`config.mk`:
```
export PLATFORM = sky130hd
export DESIGN_NAME = ahb_lite_multislave_ic
export DESIGN_NICKNAME = d
export VERILOG_FILES = /design/src/rtl/ahb_pkg.sv /design/src/rtl/ahb_default_slave.sv /design/src/rtl/ahb_lite_multislave_ic.sv
export SDC_FILE = /design/constraint.sdc
export NUM_CORES = 1
export LEC_CHECK = 0
export BUFFER_PORTS_ARGS = -buffer_cell sky130_fd_sc_hd__buf_2
export CAP_MARGIN = 10
export CORE_AREA = 5 5 123 125
export DETAILED_ROUTE_END_ITERATION = 12
export DIE_AREA = 0 0 128 130
export GPL_TIMING_DRIVEN = 0
export MAX_ROUTING_LAYER = met4
export PLACE_DENSITY = 0.54
export SLEW_MARGIN = 20
export SYNTH_ARGS = -nofsm -noshare
export SYNTH_HDL_FRONTEND = slang
export SYNTH_SLANG_ARGS = --single-unit
```
`constraint.sdc`:
```
create_clock -name clk -period 3.4 [get_ports clk]
set_input_delay 0.34 -clock clk [delete_from_list [all_inputs] [get_ports clk]]
set_output_delay 0.34 -clock clk [all_outputs]
set_load 0.02 [all_outputs]
```
`src/rtl/ahb_pkg.sv`:
```
// ahb_pkg: shared AHB-Lite types, response/size encodings and the default slave address map.
package ahb_pkg;
  typedef enum logic [1:0] {IDLE = 2'b00, BUSY = 2'b01, NONSEQ = 2'b10, SEQ = 2'b11} htrans_t;
  localparam logic HRESP_OKAY = 1'b0;
  localparam logic HRESP_ERROR = 1'b1;
  localparam logic [2:0] HSIZE_BYTE = 3'b000;
  localparam logic [2:0] HSIZE_HALF = 3'b001;
  localparam logic [2:0] HSIZE_WORD = 3'b010;
  localparam logic [2:0] HSIZE_DWORD = 3'b011;
  localparam logic [3:0][31:0] DEFAULT_BASE = {32'h2000_0000, 32'h1000_0000, 32'h0001_0000, 32'h0000_0000};
  localparam logic [3:0][31:0] DEFAULT_MASK = {32'hFFFF_F000, 32'hFFFF_F000, 32'hFFFF_0000, 32'hFFFF_0000};
endpackage

```
`src/rtl/ahb_default_slave.sv`:
```
// ahb_default_slave: answers unmapped NONSEQ/SEQ transfers with the two-cycle ERROR response.
module ahb_default_slave
  import ahb_pkg::*;
(
  input  logic       clk,
  input  logic       reset,
  input  logic       sel,
  input  logic [1:0] htrans,
  input  logic       hready,
  output logic       hreadyout,
  output logic       hresp
);
  typedef enum logic [1:0] {DS_IDLE, DS_ERR1, DS_ERR2} state_t;
  state_t state, state_nxt;
  logic start;
  assign start = sel && hready && (htrans == NONSEQ || htrans == SEQ);
  always_ff @(posedge clk)
    state <= !reset ? DS_IDLE : state_nxt;
  always_comb begin
    state_nxt = state;
    hreadyout = state != DS_ERR1;
    hresp = state == DS_IDLE ? HRESP_OKAY : HRESP_ERROR;
    state_nxt = state == DS_ERR1 ? DS_ERR2 : start ? DS_ERR1 : DS_IDLE;
  end
endmodule

```
`src/rtl/ahb_lite_multislave_ic.sv`:
```
// ahb_lite_multislave_ic: single-master AHB-Lite interconnect with base/mask decode,
// registered data-phase select, response mux and a built-in default (error) slave.
module ahb_lite_multislave_ic
  import ahb_pkg::*;
#(
  parameter int N_SLAVES = 4,
  parameter int ADDR_W = 32,
  parameter int DATA_W = 32,
  parameter logic [N_SLAVES-1:0][ADDR_W-1:0] SLAVE_BASE = DEFAULT_BASE,
  parameter logic [N_SLAVES-1:0][ADDR_W-1:0] SLAVE_MASK = DEFAULT_MASK
) (
  input  logic                             clk,
  input  logic                             reset,
  input  logic [ADDR_W-1:0]                haddr,
  input  logic [1:0]                       htrans,
  input  logic                             hwrite,
  input  logic [2:0]                       hsize,
  input  logic [3:0]                       hprot,
  input  logic [DATA_W-1:0]                hwdata,
  output logic [DATA_W-1:0]                hrdata,
  output logic                             hready,
  output logic                             hresp,
  output logic [N_SLAVES-1:0]              hsel_s,
  output logic [ADDR_W-1:0]                haddr_s,
  output logic [1:0]                       htrans_s,
  output logic                             hwrite_s,
  output logic [2:0]                       hsize_s,
  output logic [3:0]                       hprot_s,
  output logic [DATA_W-1:0]                hwdata_s,
  input  logic [N_SLAVES-1:0][DATA_W-1:0]  hrdata_s,
  input  logic [N_SLAVES-1:0]              hreadyout_s,
  input  logic [N_SLAVES-1:0]              hresp_s
);
  logic [N_SLAVES-1:0] hit;
  logic [N_SLAVES:0] dsel;
  logic dflt_sel, dflt_hreadyout, dflt_hresp;
  assign haddr_s = haddr;
  assign htrans_s = htrans;
  assign hwrite_s = hwrite;
  assign hsize_s = hsize;
  assign hprot_s = hprot;
  assign hwdata_s = hwdata;
  genvar i;
  for (i = 0; i < N_SLAVES; i++) begin : g_dec
    assign hit[i] = (haddr & SLAVE_MASK[i]) == SLAVE_BASE[i];
  end
  // Lowest index wins on overlapping regions, keeping hsel_s one-hot.
  always_comb begin
    hsel_s = '0;
    dflt_sel = 1'b1;
    for (int k = 0; k < N_SLAVES; k++)
      if (hit[k] && dflt_sel) begin
        hsel_s[k] = 1'b1;
        dflt_sel = 1'b0;
      end
  end
  always_ff @(posedge clk)
    if (!reset) dsel <= {1'b1, {N_SLAVES{1'b0}}};
    else if (hready) dsel <= {dflt_sel, hsel_s};
  always_comb begin
    hrdata = '0;
    hready = dsel[N_SLAVES] ? dflt_hreadyout : 1'b0;
    hresp = dsel[N_SLAVES] && dflt_hresp;
    for (int k = 0; k < N_SLAVES; k++)
      if (dsel[k]) begin
        hrdata = hrdata_s[k];
        hready = hreadyout_s[k];
        hresp = hresp_s[k];
      end
  end
  ahb_default_slave u_dflt (
    .clk       (clk),
    .reset     (reset),
    .sel       (dflt_sel),
    .htrans    (htrans),
    .hready    (hready),
    .hreadyout (dflt_hreadyout),
    .hresp     (dflt_hresp)
  );
endmodule

```
Word-level counts from Yosys, hierarchy flattened
Cells that the tools add are included.
{ "word_totals": {"ff_bits": 7, "in_bits": 212, "output_inout_bits": 112} }
{ "classes": {"muxes": 24, "n_reduce_logical": 10, "bitwise": 1, "eq_ne": 7} }
{ "ops": {"columns": ["operator", "n"], "rows": [
  ["two-way mux 32 bit", 4],
  ["zero test 32 bit", 1],
  ["== test 20 x 17 -> 1 bit (second input constant)", 1],
  ["== test 20 x 18 -> 1 bit (second input constant)", 1],
  ["two-way mux 1 bit", 19],
  ["== test 16 x 1 -> 1 bit (second input constant)", 1],
  ["logical AND 1 bit", 6],
  ["== test 2 bit (second input constant)", 2],
  ["== test 2 x 1 -> 1 bit (second input constant)", 1],
  ["zero test 2 bit", 1],
  ["two-way mux 2 bit", 1],
  ["!= test 2 x 1 -> 1 bit (second input constant)", 1],
  ["OR reduction 2 bit", 1],
  ["logical OR 1 bit", 1],
  ["inverter 1 bit", 1]
]} }

Longest topological paths before layout
Gate-level depths: netlist of the first run.
{ "depth": {"depth_word": 12, "ltp_mapped": 8, "mapped_depth_nobuf": 5} }

By module
Synthesis of the first run repeated with hierarchy kept, for this count alone.
{ "hier_totals": {"cells_unflattened": 296, "hier_area_um2": 2079.5} }
{ "by_module_without_submodules": {"columns": ["module", "area_per_inst_um2", "instances", "cells_each"], "rows": [
  ["ahb_lite_multislave_ic", 1985.7, 1, 288],
  ["ahb_default_slave", 93.8, 1, 8]
]} }

Worst setup path after synthesis of the first run
Ideal clock, no wire load.
{ "synth_timing": {"path_kind": "register to output", "start": "register dsel[2]", "end": "output port hrdata[10]", "t_arrival_ps": 1570, "setup_slack_ps": 1490, "n_path_buf": 3, "path_stages_with_launch": 6, "path_cell_list": "dfxtp_1 buf_2 clkbuf_1 clkbuf_1 a21oi_1 o21ai_0"} }
{ "synth_between": {"elab_chain_cells": 2} }
{ "synth_lines": {"columns": ["item", "line_no", "rtl"], "rows": [
  ["start: declaration", "ahb_lite_multislave_ic.sv:35", "logic [N_SLAVES:0] dsel;"],
  ["start signal: assignment", "ahb_lite_multislave_ic.sv:58", "if (!reset) dsel <= {1'b1, {N_SLAVES{1'b0}}};"],
  ["start signal: assignment", "ahb_lite_multislave_ic.sv:59", "else if (hready) dsel <= {dflt_sel, hsel_s};"],
  ["two-way mux 32 bit (2 in series)", "ahb_lite_multislave_ic.sv:65", "if (dsel[k]) begin"],
  ["end: declaration", "ahb_lite_multislave_ic.sv:20", "output logic [DATA_W-1:0] hrdata,"]
]} }
No other way between the ends.

Final worst setup path of the first run
{ "layout_timing": {"start": "register dsel[2]", "end": "output port hrdata[15]"} }
The elaborated chain is that of the path after synthesis.

==> results of run 1 <==
metrics by stage:
step           cell area, um^2  total power [mW]  std cells
6_report                  3660             0.579        771
5_1_grt                   3660             0.613        771
3_3_place_gp              3580             0.376        767
4_1_cts                   3660             0.586        771
3_5_place_dp              3580             0.378        767
2_1_floorplan             2010             0.231        317
path summary, 6_finish.rpt:
path         cells past startpoint             from         endpoint  slack [ns]
max reg2reg                      5          dsel[2]          dsel[2]        1.58
min                              2            reset          dsel[4]        0.31
max                              6          dsel[2]       hrdata[15]        0.76
min reg2reg                      2  u_dflt.state[0]  u_dflt.state[1]        0.51
sequential cells by signal (all words and copies together), names as in the netlist:
name	count
dsel	5
u_dflt.state	2
power by group:
group          internal [mW]  switching [mW]  leakage [nW]  total (mW)
combinational          0.155           0.135          1.88       0.290
sequential            0.0839        0.000460        0.0567      0.0843
clock                  0.156          0.0480        0.0382       0.204
logic make-up after synthesis:
logic type	Yosys count	share of synthesized area, %
compound gates	115	34.9
buf+inv	99	33.2
simple gates	93	23.3
flops	7	6.99
mux	2	1.06
fa+ha+maj	1	0.499
metal layers:
metal | track usage (%) | part of all wire (%)
met1 | 15.9 | 41
met2 | 22.3 | 49
met3 | 2.37 | 9.1
met4 | 1.37 | 0.30
met5 | - | 0
final cells by class:
type	instances	area share (%)
Buffer	97	18.0
Sequential cell	7	3.83
Multi-Input combinational cell	211	32.8
Inverter	2	0.205
Timing Repair Buffer	270	36.9
Tap cell	180	6.15
Clock buffer	4	2.15
layout by cell type (no fill, tap or decap), types with 5 or more instances in the layout:
cell type	count
o21ai_0	35
dfxtp_1	7
buf_2	274
nand2_1	38
nor2_1	36
nand3_1	5
buf_4	75
a21oi_1	38
o21ai_1	5
clkbuf_1	16
a22oi_1	32
==> metrics.md, run 1 <==
| Metric | Value |
|---|---|
| Final worst path period share | approximately 78% |
| Total gr overflow | 0 |
| Max Fclk | 0.378 GHz |
| Kind of critical path | flip-flop to output port |
| Final WS setup | roughly 0.76 ns |
| Total number of vias | around 3,100 |
| Outcome | finished, final reports clean |
| CTS Buf Count | 3 |
| Synth cell types | 31 |
| Max VDD drop | 0.114 mV |
| Final Hold Vio Count | 0 |
| Syn Nets | 529 |
| Util after Layout | 26.6% |
| Post-CTS Setup Bufs | 0 |
| RSZ-0062 raised after global routing | false |
| Clock root cell | clkbuf_16 |
| Starting Density | between 10% and 20% |
| Seq/Total Area, Yosys | 6.99% |
| First-pass GRT wire length | approximately 16 mm |
| Post-synth EDFFs | 0 |
| Final min period | 2.64 ns |
| Slew margin rel. | 54.2% |
| Iteration-0 DRC Markers | 66 |
| Final setup skew | ~0.0032 ns |
| CP top delay family | buffers and inverters |
| Cells after Synth | between 300 and 400 |
| Gr usage total | between 10% and 20% |
| Pre-antenna DRT Iters | 4 |
| Number of setup violations in the final report | 0 |
| Core area | 13,800 um^2 |
| Number of routed nets with antenna violations | 0 |
| # IOs | approximately 320 |
| Worst-path clk slew | 0.04 ns |
| Number of hold buffers added after CTS | 0 |
| Area delta synth->final | 82.5% |
| Max_cap viols | 0 |
| Layout cells sized above 1 | about three fifths |
| Antenna violations before repair | 0 |
| CP Max Fanout | 10 |
| Row count | 43 |
| Share of the synthesized area in the top cell type | between 20% and 30% |
| CTS sink count | 7 |
| Crit path capture type | output port |
| Setup tns final | 0 ns |
| Post-synth ARST share | 0% |
| Die X | about 130 um |
| Post_cts resized | 0 |
| Syn. warnings | 0 |
| Startpoint types | flip-flop |
| Hold Crit Class | input pin to flip-flop |
| Worst path slowest cell | clkbuf_1 |
| Number of global-route vias before repair | between 3,000 and 4,000 |
| Multi-input gate area | ~1200 um^2 |
| PD cells | 158 nW/um^2 |
| Nets@finish | ~800 |
| Final HPWL DP | around 10 mm |
| Sequential Area | 140 um^2 |
| CTS tree | yes |
| Largest net degree at the start of global routing | 11 |
| # fillers | roughly 1,600 |
| Worst slack, placed | roughly 1 ns |
| Critical Path RT | approximately 3.1 ns |
| Most common cell in the netlist | buf_4 |
| Mean post-synth cell area | between 6 and 7 um^2 |
| Routed WL per cell | between 15 and 20 um |
| Worst path max stage delay | 0.55 ns |
| Post-synthesis register bit count | 7 |
| Fin Hold WS | 0.313 ns |
| Number of H-tree levels | 1 |
| CP Cell Sequence | buf_2, clkbuf_1, clkbuf_1, a21oi_1, o21ai_0, buf_2 |
| Critical Path AT | ~2.3 ns |
| Top post-synthesis cells by area | buf_4, a22oi_1, a21oi_1, o21ai_0, nand2_1 |
| Drt drc | 0 |
| Final Max Tran Viols | 0 |
| Buf/Inv on CP | 4 |
| Port Buf Inserts | 270 |
| Drt total wl | roughly 12 mm |
| Post-DR vias/cell | between 4 and 5 |
| N_diodes | 0 |
| Syn Std Cell Area | between 2000 and 2500 um^2 |
| Ys flop type | dfxtp_1 |
| Yosys top cell by area | buf_4 |
| Clock Tree Buf Depth | 2 |
| Die Y | about 130 um |
| Pleak | between 1.5 and 2 nW |
| Clk Latency, worst-skew pair | approximately 0.23 ns |
| Post-synth top cells | buf_4, a21oi_1, nand2_1 |
| Gpl congestion | between 0.8 and 0.9 |
| Die Area | ~17,000 um^2 |
| Worst slew pin tran | roughly 0.69 ns |
Power figures use the tool's default switching activity.
==> inputs of run 2 (changes only) <==
--- a/config.mk
+++ b/config.mk
@@ -5,14 +5,15 @@
 export SDC_FILE = /design/constraint.sdc
 export NUM_CORES = 1
 export LEC_CHECK = 0
+export ABC_AREA = 1
 export BUFFER_PORTS_ARGS = -buffer_cell sky130_fd_sc_hd__buf_2
 export CAP_MARGIN = 10
-export CORE_AREA = 5 5 123 125
+export CORE_AREA = 5 5 121 123
 export DETAILED_ROUTE_END_ITERATION = 12
-export DIE_AREA = 0 0 128 130
+export DIE_AREA = 0 0 126 128
 export GPL_TIMING_DRIVEN = 0
 export MAX_ROUTING_LAYER = met4
-export PLACE_DENSITY = 0.54
+export PLACE_DENSITY = 0.58
 export SLEW_MARGIN = 20
 export SYNTH_ARGS = -nofsm -noshare
 export SYNTH_HDL_FRONTEND = slang
==> constraint.sdc (replaced) <==
create_clock -name clk -period 2.3 [get_ports clk]
set_input_delay 0.23 -clock clk [delete_from_list [all_inputs] [get_ports clk]]
set_output_delay 0.23 -clock clk [all_outputs]
set_load 0.02 [all_outputs]
==> run 2 against run 1 <==
Compared with the run above:
- core utilization grew 1.1 points
- flip-flop and latch count stayed put
- non-clock buffer count is 2 lower
- combinational power increased to 4.4 times the previous value
- via count rose by 6.1%
- largest cell class unchanged
- wire length fell by 4.5%
- global-route usage increased by 0.11 points
- cell count is 9.9% higher
==> metrics.md, run 2 <==
| Metric | Value |
|---|---|
| Hold Crit Class | input pin to flip-flop |
| Total gr overflow | 0 (unchanged) |
| Kind of critical path | flip-flop to output port |
| Iteration-0 DRC Markers | 116 (+76%) |
| Post_cts resized | 0 (unchanged) |
| Drt total wl | 11.3 mm (-4.5%) |
| Top post-synthesis cells by area | buf_4, nand2_1, o21ai_0, a21oi_1, dfxtp_1 |
| Hold_sp | htrans[1] |
| Most common cell after layout, fill and taps aside | buf_2 |
| CTS Buf Count | 3 (unchanged) |
| Syn Std Cell Area | 2090 um^2 (+4.1%) |
| Startpoint types | flip-flop |
| Post-synth top cells | nand2_1, buf_4, o21ai_0 |
| Yosys top cell by area | buf_4 |
| Mean post-synth cell area | 5.35 um^2 (-15%) |
| Final Hold Vio Count | 0 (unchanged) |
| Area delta synth->final | 79.6% |
| Ys flop type | dfxtp_1 |
| Layout cells sized above 1 | 55.7% (-6.0 points) |
| Flop pwr share | 9.0% (-5.6 points) |
| Max_cap viols | 0 (unchanged) |
| Pleak | 2.26 nW (+14%) |
| Max Fclk | just under 0.5 GHz |
| Post-synth ARST share | 0% (unchanged) |
| Starting Density | 15.4% (+0.84 points) |
| # IOs | 324 (unchanged) |
| CTS tree | yes |
| Post-synth EDFFs | 0 (unchanged) |
| Drt drc | 0 (unchanged) |
| RSZ-0062 raised after global routing | false |
| Most common cell in the netlist | nand2_1 |
| Number of H-tree levels | 1 (unchanged) |
| Seq/Total Area, Yosys | 6.71% (-0.28 points) |
| Die X | 126 um (-1.6%) |
| Max reg flops | 5 (unchanged) |
| Syn. warnings | 0 (unchanged) |
| Final worst path period share | roughly 90% |
| Number of hold buffers added after CTS | 0 (unchanged) |
| Critical Path RT | 2.07 ns (-0.99 ns) |
| Routed WL per cell | 13.3 um (-13%) |
| Antenna violations before repair | 2 (+2) |
| Cell area after layout | 3750 um^2 (+2.5%) |
| Port Buf Inserts | 270 (unchanged) |
| Total number of vias | 3,307 (+6.1%) |
| Post-DR vias/cell | 3.90 (-3.4%) |
| CP Max Fanout | 10 (unchanged) |
| Row count | 43 (unchanged) |
| Terminus of the critical flop-to-flop path | dsel[1] |
| Synth cell types | 23 (-26%) |
| Gpl congestion | 0.815 (+0.59%) |
| Biggest regs | dsel (5), u_dflt.state (2) |
| Min-Delay Endpoint | u_dflt.state[0] |
| Sw Share | 49.9% (+18 points) |
| Final min period | ~2.0 ns |
| Clock share of power | 17.1% (-18 points) |
| Share of the synthesized area in the top cell type | 27.0% (-1.1 points) |
| Die Area | 16,100 um^2 (-3.1%) |
| Number of routed nets with antenna violations | 0 (unchanged) |
| Slew margin rel. | 57.6% (+3.4 points) |
| PD cells | 466 nW/um^2 (+190%) |
| Pre-antenna DRT Iters | 4 (unchanged) |
| Number of global-route vias before repair | 3,229 (+4.7%) |
| Worst slew pin tran | 0.636 ns (-0.0511 ns) |
| Critical Path AT | 1.78 ns (-0.52 ns) |
| Worst-path clk slew | 0.04 ns (about the same) |
| Clk Latency, worst-skew pair | 0.23 ns (about the same) |
| Largest net degree at the start of global routing | 11 (unchanged) |
| Max VDD drop | 0.215 mV (+89%) |
| Cells after Synth | 390 (+23%) |
| Outcome | finished, final reports clean |
| Worst slack, placed | 0.478 ns (-0.509 ns) |
| Nets@finish | 877 (+9.1%) |
| P_sw | 872 uW (+370%) |
| First-pass GRT wire length | 16.3 mm (-0.12%) |
| Internal power | 877 uW (+120%) |
| Post-synthesis register bit count | 7 (unchanged) |
| Cells on Worst Hold Path | 3 (+1) |
| Pwr Total | 1.75 mW (+200%) |
| Logic pwr share | 73.9% (+24 points) |
| RR Startpoint | dsel[3] |
| Setup tns final | 0 ns (unchanged) |
| R2R depth | 6 (+1) |
| Gr usage total | 12.9% (+0.11 points) |
| Core area | 13,600 um^2 (-1.6%) |
| Final setup skew | 0.00144 ns (-0.00176 ns) |
| Final Max Tran Viols | 0 (unchanged) |
| Die Y | 128 um (-1.5%) |
| # fillers | 1,561 (-1.6%) |
| Worst reg-to-reg setup slack | 0.99 ns (-0.59 ns) |
| Final WS setup | 0.289 ns (-0.468 ns) |
| Crit path capture type | output port |
| Clock root cell | clkbuf_16 |
| Most frequent cells in the layout | buf_2, nand2_1, buf_4 |
| Largest Register | dsel |
| Number of setup violations in the final report | 0 (unchanged) |
| CTS sink count | 7 (unchanged) |
| Final HPWL DP | 9.68 mm (-7.0%) |
| Syn Nets | 602 (+14%) |
| Clock Tree Buf Depth | 2 (unchanged) |
| Post-CTS Setup Bufs | 0 (unchanged) |
| Placed Area | 3660 um^2 (+2.3%) |
run 2: changes by cell type in the layout (fill, tap and decap cells not counted), moves of 5 or more:
cell      previous run  this run
nand2_1             38       123
a22oi_1             32         0
o21ai_1              5        26
nor2_1              36        23
inv_1                2        13
nand3_1              5        11
clkbuf_1            16        11
run 2: power by group through the flow:
| stage | combinational (mW) | clock (mW) | sequential, mW |
|---|---|---|---|
| floorplan | 0.830 | 0 | 0.156 |
| detailed placement | 1.31 | 0 | 0.161 |
| global placement | 1.31 | 0 | 0.161 |
| finish | 1.29 | 0.299 | 0.158 |
| CTS | 1.32 | 0.304 | 0.159 |
| global route | 1.43 | 0.308 | 0.161 |
run 2: how the worst max path moves through the flow:
stage	from	end	cells past startpoint
after global placement	dsel[3]	hrdata[10]	5
final	dsel[3]	hrdata[5]	5
after CTS	dsel[3]	hrdata[10]	5
after global routing	dsel[3]	hrdata[12]	5
after floorplan	dsel[1]	hrdata[24]	9
after detailed placement	dsel[3]	hrdata[18]	5
run 2: stage by stage:
| step | instances | hold WS, ns | util [%] |
|---|---|---|---|
| final | 847 | 0.274 | 27.7 |
| after global routing | 846 | 0.302 | 27.6 |
| after CTS | 844 | 0.272 | 27.6 |
| after detailed placement | 840 | 0.513 | 27.0 |
| after global placement | 840 | 0.507 | 27.0 |
| after floorplan | 390 | 0.350 | - |
run 2: final cells by class:
cell class	count	area [um^2]	area share, %
diodes	3	7.51	0.200
clock buffers	4	78.8	2.10
multi-input cells	272	1210	32.2
well taps	180	225	6.00
inverters	16	63.8	1.70
plain buffers	95	676	18.0
flip-flops and latches	7	140	3.74
repair buffers	270	1350	36.0
run 2: critical path, cell delays in order, from the launching register on:
cell	delay (ns)
dfxtp_1	0.39
buf_2	0.31
clkbuf_1	0.44
nand2_1	0.12
o21ai_1	0.10
buf_2	0.18
run 2: logic make-up (layout without fill, tap and decap cells):
| family | Yosys count | count (layout) | share of synthesized area (%) |
|---|---|---|---|
| flops | 7 | 7 | 6.71 |
| compound gates | 102 | 102 | 24.4 |
| simple gates | 170 | 170 | 33.4 |
| other cells | 0 | 3 | 0 |
| buf+inv | 111 | 385 | 35.4 |
run 2: layer usage:
layer	GRT usage [%]	vias to the layer above	share of wire (%)
met5	-	-	0
met4	2.84	0	1.2
met3	2.67	10	9.3
met2	22.9	185	50
met1	14.9	1376	39
li1	-	1736	-
